## src/rtl/depth_book_updater.sv

```systemverilog
// -----------------------------------------------------------------------------
// depth_book_updater
//
// Applies parsed market-depth events to a sorted, fixed-depth price-level book
// (one per side) and publishes a registered top-of-book snapshot after every
// applied event.
//
// Each event takes three cycles: IDLE (accept), EVAL (compare the event price
// against every level of its side), APPLY (write the book). The snapshot is
// registered from the updated book one cycle after APPLY.
//
// Parameters:
//   LEVELS  price levels held per side (2..16)
//   CNT_W   width of the saturating statistics counters
//
// Ports:
//   clk, rst            single clock, synchronous active-high reset
//   s_evt_tdata/tvalid/tready
//                       AXI-Stream event input; record layout:
//                       [224:161] ts_ns, [160:97] update_id, [96] side
//                       (0 bid, 1 ask), [95:64] price, [63:32] qty;
//                       [255:225] and [31:0] are ignored
//   tob_valid           one-cycle pulse when the TOB outputs were refreshed
//   tob_bid_ok/px/qty   best bid level (ok = level occupied)
//   tob_ask_ok/px/qty   best ask level
//   tob_update_id/ts_ns id and timestamp of the event that was applied
//   stale_cnt           events rejected because update_id did not advance
//   drop_cnt            inserts discarded (side full, price worse than all)
//   miss_cnt            deletes with no matching price
//
// Optional build macro DEPTH_BOOK_CROSS_CHECK_EN adds:
//   book_crossed        sticky flag: best bid >= best ask seen after an apply
//   cross_cnt           number of applies that left the book crossed
// -----------------------------------------------------------------------------
module depth_book_updater #(
  parameter int LEVELS = 8,
  parameter int CNT_W  = 32
) (
  input  logic             clk,
  input  logic             rst,
  input  logic [255:0]     s_evt_tdata,
  input  logic             s_evt_tvalid,
  output logic             s_evt_tready,
  output logic             tob_valid,
  output logic             tob_bid_ok,
  output logic [31:0]      tob_bid_px,
  output logic [31:0]      tob_bid_qty,
  output logic             tob_ask_ok,
  output logic [31:0]      tob_ask_px,
  output logic [31:0]      tob_ask_qty,
  output logic [63:0]      tob_update_id,
  output logic [63:0]      tob_ts_ns,
`ifdef DEPTH_BOOK_CROSS_CHECK_EN
  output logic             book_crossed,
  output logic [CNT_W-1:0] cross_cnt,
`endif
  output logic [CNT_W-1:0] stale_cnt,
  output logic [CNT_W-1:0] drop_cnt,
  output logic [CNT_W-1:0] miss_cnt
);

  localparam int IDX_W = $clog2(LEVELS + 1);

  typedef enum logic [1:0] {IDLE, EVAL, APPLY} state_t;

  state_t state_reg, state_next;

  // Latched event
  logic             evt_side_reg;
  logic [31:0]      evt_px_reg;
  logic [31:0]      evt_qty_reg;
  logic [63:0]      evt_id_reg;
  logic [63:0]      evt_ts_reg;

  // EVAL results
  logic             match_hit_reg;
  logic [IDX_W-1:0] match_idx_reg;
  logic [IDX_W-1:0] ins_idx_reg;
  logic             stale_reg;

  // Staleness tracking
  logic [63:0]      last_id_reg;
  logic             first_done_reg;

  // Snapshot / counters
  logic             tob_pend_reg;
  logic             tob_valid_reg;
  logic             tob_bid_ok_reg, tob_ask_ok_reg;
  logic [31:0]      tob_bid_px_reg, tob_bid_qty_reg;
  logic [31:0]      tob_ask_px_reg, tob_ask_qty_reg;
  logic [63:0]      tob_update_id_reg, tob_ts_ns_reg;
  logic [CNT_W-1:0] stale_cnt_reg, drop_cnt_reg, miss_cnt_reg;

  // Selected-side view of the book and level-0 of both sides
  logic [LEVELS-1:0]       sel_vld;
  logic [LEVELS-1:0][31:0] sel_px;
  logic [LEVELS-1:0][31:0] sel_qty;
  logic                    top_bid_vld, top_ask_vld;
  logic [31:0]             top_bid_px, top_bid_qty, top_ask_px, top_ask_qty;

  // Per-level compare results
  logic [LEVELS-1:0] hit_vec;
  logic [LEVELS-1:0] worse_vec;
  logic              match_hit_c;
  logic [IDX_W-1:0]  match_idx_c;
  logic [IDX_W-1:0]  ins_idx_c;
  logic              stale_c;

  // Apply decode
  logic in_apply, qty_nz;
  logic do_update, do_insert, do_drop, do_delete, do_miss;

  logic unused_tdata;
  assign unused_tdata = ^{s_evt_tdata[255:225], s_evt_tdata[31:0]};

  function automatic logic [CNT_W-1:0] sat_inc(input logic [CNT_W-1:0] v);
    return (&v) ? v : v + CNT_W'(1);
  endfunction

  // ---------------------------------------------------------------------------
  // FSM
  // ---------------------------------------------------------------------------
  always_comb begin
    state_next   = state_reg;
    s_evt_tready = 1'b0;
    case (state_reg)
      IDLE: begin
        s_evt_tready = 1'b1;
        if (s_evt_tvalid) state_next = EVAL;
      end
      EVAL:    state_next = APPLY;
      APPLY:   state_next = IDLE;
      default: state_next = IDLE;
    endcase
  end

  // ---------------------------------------------------------------------------
  // EVAL compare: "worse" means further from the top of book than the event.
  // ins_idx defaults to the valid count; the lowest worse slot overrides it.
  // ---------------------------------------------------------------------------
  always_comb begin
    match_hit_c = |hit_vec;
    match_idx_c = '0;
    ins_idx_c   = '0;
    for (int i = 0; i < LEVELS; i++) begin
      if (sel_vld[i]) ins_idx_c = IDX_W'(i + 1);
    end
    for (int i = LEVELS - 1; i >= 0; i--) begin
      if (hit_vec[i])   match_idx_c = IDX_W'(i);
      if (worse_vec[i]) ins_idx_c   = IDX_W'(i);
    end
  end

  assign stale_c = first_done_reg && (evt_id_reg <= last_id_reg);

  assign in_apply  = (state_reg == APPLY) && !stale_reg;
  assign qty_nz    = |evt_qty_reg;
  assign do_update = in_apply &&  qty_nz &&  match_hit_reg;
  assign do_insert = in_apply &&  qty_nz && !match_hit_reg && (ins_idx_reg <  IDX_W'(LEVELS));
  assign do_drop   = in_apply &&  qty_nz && !match_hit_reg && (ins_idx_reg == IDX_W'(LEVELS));
  assign do_delete = in_apply && !qty_nz &&  match_hit_reg;
  assign do_miss   = in_apply && !qty_nz && !match_hit_reg;

  // ---------------------------------------------------------------------------
  // Book levels. Each level owns its bid and ask entry; during APPLY only the
  // event's side is written. Invalid slots are kept all-zero.
  // ---------------------------------------------------------------------------
  for (genvar gi = 0; gi < LEVELS; gi++) begin : g_lvl
    logic        vld_reg [2];
    logic [31:0] px_reg  [2];
    logic [31:0] qty_reg [2];
    logic        dn_vld, up_vld;
    logic [31:0] dn_px, dn_qty, up_px, up_qty;
    logic        nxt_vld;
    logic [31:0] nxt_px, nxt_qty;

    assign sel_vld[gi] = vld_reg[evt_side_reg];
    assign sel_px[gi]  = px_reg[evt_side_reg];
    assign sel_qty[gi] = qty_reg[evt_side_reg];

    assign hit_vec[gi]   = sel_vld[gi] && (sel_px[gi] == evt_px_reg);
    assign worse_vec[gi] = sel_vld[gi] && (evt_side_reg ? (sel_px[gi] > evt_px_reg)
                                                        : (sel_px[gi] < evt_px_reg));

    // Neighbour entries used by insert (shift down) and delete (shift up)
    if (gi == 0) begin : g_dn_none
      assign dn_vld = 1'b0;
      assign dn_px  = '0;
      assign dn_qty = '0;
      assign top_bid_vld = vld_reg[0];
      assign top_bid_px  = px_reg[0];
      assign top_bid_qty = qty_reg[0];
      assign top_ask_vld = vld_reg[1];
      assign top_ask_px  = px_reg[1];
      assign top_ask_qty = qty_reg[1];
    end else begin : g_dn
      assign dn_vld = sel_vld[gi-1];
      assign dn_px  = sel_px[gi-1];
      assign dn_qty = sel_qty[gi-1];
    end

    if (gi == LEVELS - 1) begin : g_up_none
      assign up_vld = 1'b0;
      assign up_px  = '0;
      assign up_qty = '0;
    end else begin : g_up
      assign up_vld = sel_vld[gi+1];
      assign up_px  = sel_px[gi+1];
      assign up_qty = sel_qty[gi+1];
    end

    always_comb begin
      nxt_vld = sel_vld[gi];
      nxt_px  = sel_px[gi];
      nxt_qty = sel_qty[gi];
      if (do_update && (match_idx_reg == IDX_W'(gi))) begin
        nxt_qty = evt_qty_reg;
      end else if (do_insert && (ins_idx_reg == IDX_W'(gi))) begin
        nxt_vld = 1'b1;
        nxt_px  = evt_px_reg;
        nxt_qty = evt_qty_reg;
      end else if (do_insert && (ins_idx_reg < IDX_W'(gi))) begin
        nxt_vld = dn_vld;
        nxt_px  = dn_px;
        nxt_qty = dn_qty;
      end else if (do_delete && (match_idx_reg <= IDX_W'(gi))) begin
        nxt_vld = up_vld;
        nxt_px  = up_px;
        nxt_qty = up_qty;
      end
    end

    always_ff @(posedge clk) begin
      if (rst) begin
        for (int s = 0; s < 2; s++) begin
          vld_reg[s] <= 1'b0;
          px_reg[s]  <= '0;
          qty_reg[s] <= '0;
        end
      end else if (state_reg == APPLY) begin
        vld_reg[evt_side_reg] <= nxt_vld;
        px_reg[evt_side_reg]  <= nxt_px;
        qty_reg[evt_side_reg] <= nxt_qty;
      end
    end
  end

  // ---------------------------------------------------------------------------
  // Control, counters and TOB snapshot
  // ---------------------------------------------------------------------------
  always_ff @(posedge clk) begin
    if (rst) begin
      state_reg         <= IDLE;
      evt_side_reg      <= 1'b0;
      evt_px_reg        <= '0;
      evt_qty_reg       <= '0;
      evt_id_reg        <= '0;
      evt_ts_reg        <= '0;
      match_hit_reg     <= 1'b0;
      match_idx_reg     <= '0;
      ins_idx_reg       <= '0;
      stale_reg         <= 1'b0;
      last_id_reg       <= '0;
      first_done_reg    <= 1'b0;
      tob_pend_reg      <= 1'b0;
      tob_valid_reg     <= 1'b0;
      tob_bid_ok_reg    <= 1'b0;
      tob_bid_px_reg    <= '0;
      tob_bid_qty_reg   <= '0;
      tob_ask_ok_reg    <= 1'b0;
      tob_ask_px_reg    <= '0;
      tob_ask_qty_reg   <= '0;
      tob_update_id_reg <= '0;
      tob_ts_ns_reg     <= '0;
      stale_cnt_reg     <= '0;
      drop_cnt_reg      <= '0;
      miss_cnt_reg      <= '0;
    end else begin
      state_reg <= state_next;

      if (s_evt_tready && s_evt_tvalid) begin
        evt_ts_reg   <= s_evt_tdata[224:161];
        evt_id_reg   <= s_evt_tdata[160:97];
        evt_side_reg <= s_evt_tdata[96];
        evt_px_reg   <= s_evt_tdata[95:64];
        evt_qty_reg  <= s_evt_tdata[63:32];
      end

      if (state_reg == EVAL) begin
        match_hit_reg <= match_hit_c;
        match_idx_reg <= match_idx_c;
        ins_idx_reg   <= ins_idx_c;
        stale_reg     <= stale_c;
      end

      if (state_reg == APPLY) begin
        if (stale_reg) begin
          stale_cnt_reg <= sat_inc(stale_cnt_reg);
        end else begin
          last_id_reg    <= evt_id_reg;
          first_done_reg <= 1'b1;
        end
      end
      if (do_drop) drop_cnt_reg <= sat_inc(drop_cnt_reg);
      if (do_miss) miss_cnt_reg <= sat_inc(miss_cnt_reg);

      // Snapshot is taken the cycle after APPLY so it reflects the new book.
      tob_pend_reg  <= in_apply;
      tob_valid_reg <= tob_pend_reg;
      if (tob_pend_reg) begin
        tob_bid_ok_reg    <= top_bid_vld;
        tob_bid_px_reg    <= top_bid_px;
        tob_bid_qty_reg   <= top_bid_qty;
        tob_ask_ok_reg    <= top_ask_vld;
        tob_ask_px_reg    <= top_ask_px;
        tob_ask_qty_reg   <= top_ask_qty;
        tob_update_id_reg <= evt_id_reg;
        tob_ts_ns_reg     <= evt_ts_reg;
      end
    end
  end

  assign tob_valid     = tob_valid_reg;
  assign tob_bid_ok    = tob_bid_ok_reg;
  assign tob_bid_px    = tob_bid_px_reg;
  assign tob_bid_qty   = tob_bid_qty_reg;
  assign tob_ask_ok    = tob_ask_ok_reg;
  assign tob_ask_px    = tob_ask_px_reg;
  assign tob_ask_qty   = tob_ask_qty_reg;
  assign tob_update_id = tob_update_id_reg;
  assign tob_ts_ns     = tob_ts_ns_reg;
  assign stale_cnt     = stale_cnt_reg;
  assign drop_cnt      = drop_cnt_reg;
  assign miss_cnt      = miss_cnt_reg;

`ifdef DEPTH_BOOK_CROSS_CHECK_EN
  // Crossed-book monitor: evaluated on the post-APPLY book, never modifies it.
  logic             apply_done_reg;
  logic             book_crossed_reg;
  logic [CNT_W-1:0] cross_cnt_reg;

  always_ff @(posedge clk) begin
    if (rst) begin
      apply_done_reg   <= 1'b0;
      book_crossed_reg <= 1'b0;
      cross_cnt_reg    <= '0;
    end else begin
      apply_done_reg <= (state_reg == APPLY);
      if (apply_done_reg && top_bid_vld && top_ask_vld && (top_bid_px >= top_ask_px)) begin
        book_crossed_reg <= 1'b1;
        cross_cnt_reg    <= sat_inc(cross_cnt_reg);
      end
    end
  end

  assign book_crossed = book_crossed_reg;
  assign cross_cnt    = cross_cnt_reg;
`endif

endmodule

```

## config.mk

```make
export PLATFORM = sky130hd
export DESIGN_NAME = depth_book_updater
export DESIGN_NICKNAME = d
export VERILOG_FILES = /design/src/rtl/depth_book_updater.sv
export SDC_FILE = /design/constraint.sdc
export NUM_CORES = 2
export LEC_CHECK = 0
export ABC_AREA = 1
export CAP_MARGIN = 10
export CORE_MARGIN = 2
export CORE_UTILIZATION = 60
export DETAILED_ROUTE_END_ITERATION = 12
export DONT_BUFFER_PORTS = 1
export GPL_ROUTABILITY_DRIVEN = 0
export PLACE_DENSITY_LB_ADDON = 0.08
export SYNTH_ARGS = -nofsm -noshare
export SYNTH_HDL_FRONTEND = slang
export SYNTH_SLANG_ARGS = --single-unit
export TNS_END_PERCENT = 100
```

## constraint.sdc

```tcl
create_clock -name clk -period 17.1 [get_ports clk]
set_input_delay 1.71 -clock clk [delete_from_list [all_inputs] [get_ports clk]]
set_output_delay 1.71 -clock clk [all_outputs]
set_load 0.01 [all_outputs]
```

=== Yosys cells after proc, flatten, opt, wreduce, memory -nomap -nowiden ===
Memories as Yosys holds them, arrays and structs flattened. A register that Yosys moved wholly into a read port is not among the register bits.
Index checks and enable logic that the tools add are counted.

* Logic and storage cells: 464
* Output and inout port bits: 356
* Input bits: 259
* Memories kept: 24
* Memory bits (writable): 1,040
* Flip-flop bits (word level): 496

{| class="wikitable"
|+ Memory list
! name !! depth !! width !! read ports !! clocked after memory_dff !! write ports !! RTL line !! RTL
|-
| g_lvl[0].px_reg || 2 || 32 || 3 || 3 || 2 || 170 || <nowiki>logic [31:0] px_reg [2];</nowiki>
|-
| g_lvl[0].qty_reg || 2 || 32 || 3 || 3 || 2 || 171 || <nowiki>logic [31:0] qty_reg [2];</nowiki>
|-
| g_lvl[1].px_reg || 2 || 32 || 1 || 1 || 2 || 170 ||
|-
| g_lvl[1].qty_reg || 2 || 32 || 1 || 1 || 2 || 171 ||
|-
| g_lvl[2].px_reg || 2 || 32 || 1 || 1 || 2 || 170 ||
|-
| g_lvl[2].qty_reg || 2 || 32 || 1 || 1 || 2 || 171 ||
|-
| +18 memories || -- || -- || -- || -- || -- || -- ||
|}

* Bitwise operators: 4
* Add/sub/neg operators: 3
* Reduce and logical (&&, ||, !) cells: 98
* Magnitude comparators: 34
* Muxes and demuxes: 256
* Equality and inequality tests: 26

{| class="wikitable"
|+ Operators with widths
! kind !! number
|-
| $mux W32 || 80
|-
| $reduce_or A32 Y1 || 17
|-
| $eq A32 B32 Y1 || 8
|-
| $gt A32 B32 Y1 || 8
|-
| $lt A32 B32 Y1 || 8
|-
| $mux W1 || 151
|-
| $add A32 B1 Y32 const B || 3
|-
| $reduce_and A32 Y1 || 3
|-
| $mux W4 || 22
|-
| $le A64 B64 Y1 || 1
|-
| $logic_and A1 B1 Y1 || 59
|-
| $eq A4 B3 Y1 const B || 8
|-
| $eq A4 B2 Y1 const B || 4
|-
| $le A4 B3 Y1 const B || 4
|-
| $lt A4 B3 Y1 const B || 4
|-
| $eq A4 B1 Y1 const B || 2
|-
| $le A4 B1 Y1 const B || 2
|-
| $le A4 B2 Y1 const B || 2
|-
| $logic_not A4 Y1 || 2
|-
| $lt A4 B1 Y1 const B || 2
|-
| $lt A4 B2 Y1 const B || 2
|-
| $reduce_or A1 Y1 || 8
|-
| $reduce_or A8 Y1 || 1
|-
| $reduce_and A2 Y1 || 3
|-
| 12 further kinds || 17
|}

=== Logic depth before layout (Yosys ltp) ===
* Word-level depth: 16
* Depth in mapped cells: 30
* Gate-level depth less buffers: 26

=== Worst setup path after synthesis ===
No wires, ideal clock.

* Path kind: input -> register
* From: input rst
* To: memory g_lvl[0].px_reg[0][0] (enable)
* Path slack: 2.392 ns
* Arrival: 11.012 ns
* Stages: 7
* Buffers on the path: 2
* Library setup time: 3.696 ns
* Path through: nor2_1 > inv_1 > nor2_1 > inv_2 > clkbuf_1 > buf_1 > nand2_1

{| class="wikitable"
|+ RTL lines
! what !! RTL line !! RTL
|-
| start, declared || 40 || <nowiki>input logic rst,</nowiki>
|-
| end, declared || 170 ||
|}

==> impl_metrics.env <==
export IMPL_hpwl_mm=172.9
export IMPL_cp_required_ns=17.63
export IMPL_synth_area_per_cell_um2=8.206
export IMPL_insertion_delay_ns=0.82
export IMPL_synth_warnings=0
export IMPL_first_global_vias=69330
export IMPL_die_area_um2=148200
export IMPL_min_path_cells=2
export IMPL_hp_class="flop to flop"
export IMPL_die_y_um=385.0
export IMPL_setup_viol=0
export IMPL_status="completed"
export IMPL_nFillCells=12140
export IMPL_cp_max_fo=65
export IMPL_syn2layout_area_growth_pct=7.630
export IMPL_slew_violations=0
export IMPL_pin_count=615
export IMPL_worst_slew_pin_slew_ns=1.160
export IMPL_finalCriticalPeriod_ns=6.684
export IMPL_clock_sinks=1666
export IMPL_muxShareOfSynthArea=0.01575
export IMPL_dieWidth_um=385.0
export IMPL_grt_setup_unrepaired="false"
export IMPL_vdd_drop_max_mv=0.09288
export IMPL_regArea_um2=43770
export IMPL_drc_errors=0
export IMPL_antenna_found_initial=15
export IMPL_syn_inst=10610
export IMPL_cts_tree="done"
export IMPL_h_tree_depth=4
export IMPL_synth_compound_area_frac=0.1763
export IMPL_multi_input_area_um2=38290
export IMPL_yosys_area_share_simple=0.1959
export IMPL_core_area_um2=143800
export IMPL_ys_async_sr_fraction=0
export IMPL_io_buffers=0
export IMPL_dr_pass1_iters=6
export IMPL_cts_clk_slew_worst_paths_ns=0.07
export IMPL_ant_nets=0
export IMPL_grt_usage=0.3537
export IMPL_hold_viol_final=0
export IMPL_grt_first_pass_wirelength_mm=409.2
export IMPL_fin_tns_setup_ns=0
export IMPL_r2r_cells=17
export IMPL_critPathLaunchType="flop"
export IMPL_post_route_period_util=0.3909
export IMPL_wl_per_cell_um=22.15
export IMPL_path_class="flop to flop"
export IMPL_drt_iter0_markers=10710
export IMPL_arrival_ns=7.21
export IMPL_hold_buffers=0
export IMPL_end_kind="flop"
export IMPL_synth_edf_count=1040
export IMPL_core_rowCount=139
export IMPL_ys_seq_elements=1666
export IMPL_cts_root_buf="clkbuf_16"
export IMPL_synth_area_um2=87090
export IMPL_start_util=0.6055
export IMPL_layout_nets=10770
export IMPL_synthTopCellsByCount="nand2_1, nor2_1, o21ai_0"
export IMPL_leakagePower_nw=37.53
export IMPL_cts_resized=0
export IMPL_grt_start_max_net_pins=194
export IMPL_synth_cell_types=56
export IMPL_clock_fmax_ghz=0.1496
export IMPL_synth_top_cell_by_area="edfxtp_1"
export IMPL_clock_skew_ns=0.03220
export IMPL_synthXorXnorAreaFrac=0.004022
export IMPL_cts_buffers=177
export IMPL_synthesis_nets=11200
export IMPL_maxSlewHeadroom=0.2186
export IMPL_synth_top_area_frac=0.3586
export IMPL_dpl_worst_slack_ns=10.84
export IMPL_drv_cap=0
export IMPL_vias=76290
export IMPL_fin_ws_ns=10.42
export IMPL_synthTopCellsByArea="edfxtp_1, dfxtp_1, o21ai_0, nand2_1, nor2_1"
export IMPL_synthAdderAreaFrac=0.04640
export IMPL_viasPerCell=6.228
export IMPL_ys_seq_area_frac=0.5025
export IMPL_synth_ff_type="edfxtp_1"
export IMPL_drt_wl_total_mm=271.3
export IMPL_finish_utilization=0.6517
export IMPL_post_cts_buffers=0
export IMPL_drive_above_1_share=0.06431
export IMPL_power_density_nw_per_um2=104.4
export IMPL_clk_path_buf_depth=3
export IMPL_overflow=0
export IMPL_synth_top_family_by_area="simple AND/OR/NAND/NOR gates"
export IMPL_synth_most_common_cell="nand2_1"
-- per-layer routing --
metal / up-vias / track usage / share of wire
li1: 35330 / - / -
met5: - / 0 / 0.00063
met2: 4812 / 0.5019 / 0.42
met1: 35620 / 0.5240 / 0.41
met3: 505 / 0.1045 / 0.15
met4: 26 / 0.09585 / 0.025
-- final timing paths --
kind                                       from                 endpoint  slack (ns)
worst min register to register   first_done_reg           first_done_reg        0.45
worst min-delay path             first_done_reg           first_done_reg        0.45
worst max register to register  evt_qty_reg[27]  g_lvl[0].qty_reg[0][19]       10.42
worst max-delay path            evt_qty_reg[27]  g_lvl[0].qty_reg[0][19]       10.42
-- critical path, stage by stage (launching register included) --
cell	delay (ns)
dfxtp_1	0.70
inv_1	0.34
nand4_1	0.25
nor3_1	0.07
nand3_1	0.21
nor2_1	0.11
nor3_2	0.27
nand2_2	0.06
buf_4	0.33
nor2_4	0.90
buf_4	0.70
nand2_4	0.53
inv_2	0.14
buf_4	0.69
a21oi_4	0.01
buf_4	0.36
o21ai_1	0.47
nor2_1	0.08
-- cell families (layout without fill, tap and decap cells) --
| group | after synthesis | after routing |
|---|---|---|
| AO/OA/AOI/OAI | 2896 | 2896 |
| other | 0 | 5 |
| XOR/XNOR | 40 | 40 |
| adder cells (fa/ha/maj) | 323 | 323 |
| flip-flops | 1666 | 1666 |
| multiplexers | 137 | 137 |
| AND/OR/NAND/NOR | 4212 | 4212 |
| buffers and inverters | 1339 | 1067 |
-- report_power, final --
part | switching [W] | internal (W)
logic | 0.000903 | 0.000395
registers | 0.000137 | 0.00444
clock network | 0.00167 | 0.00225
total | 0.00271 | 0.00708
-- per-stage QoR --
step,std cells,instance area [um2],total power (W),hold WS [ns]
global route,12240,93730,0.01012,0.4799
finish,12250,93740,0.009789,0.4536
floorplan,10610,87090,0.005559,0.4331
global placement,11910,87780,0.005857,0.4405
detailed placement,11910,87780,0.005904,0.4463
CTS,12240,93730,0.009778,0.4568
-- final cells by class --
| class | count | area share |
|---|---|---|
| Sequential cell | 1666 | 0.4669 |
| Multi-Input combinational cell | 7608 | 0.4085 |
| Clock buffer | 245 | 0.05424 |
| Tap cell | 1903 | 0.02540 |
| Inverter | 622 | 0.02535 |
| Timing Repair Buffer | 111 | 0.01022 |
| Clock inverter | 89 | 0.009223 |
| Antenna cell | 5 | 0.0001335 |
-- layout by cell type, fill, tap and decap left out, drive strengths merged, types with 68 or more instances in the layout --
master / Yosys / layout
or2: 219 / 219
edfxtp: 1040 / 1040
nand4: 69 / 69
inv: 616 / 628
o21ai: 1697 / 1697
dfxtp: 626 / 626
ha: 323 / 323
nor3: 68 / 68
nand3: 147 / 147
clkinv: 6 / 69
o211ai: 195 / 195
mux2i: 137 / 137
nor2: 1808 / 1808
nand2: 1835 / 1835
buf: 122 / 111
clkbuf: 595 / 245
a21oi: 858 / 858
(Power assumes the default switching activity.)
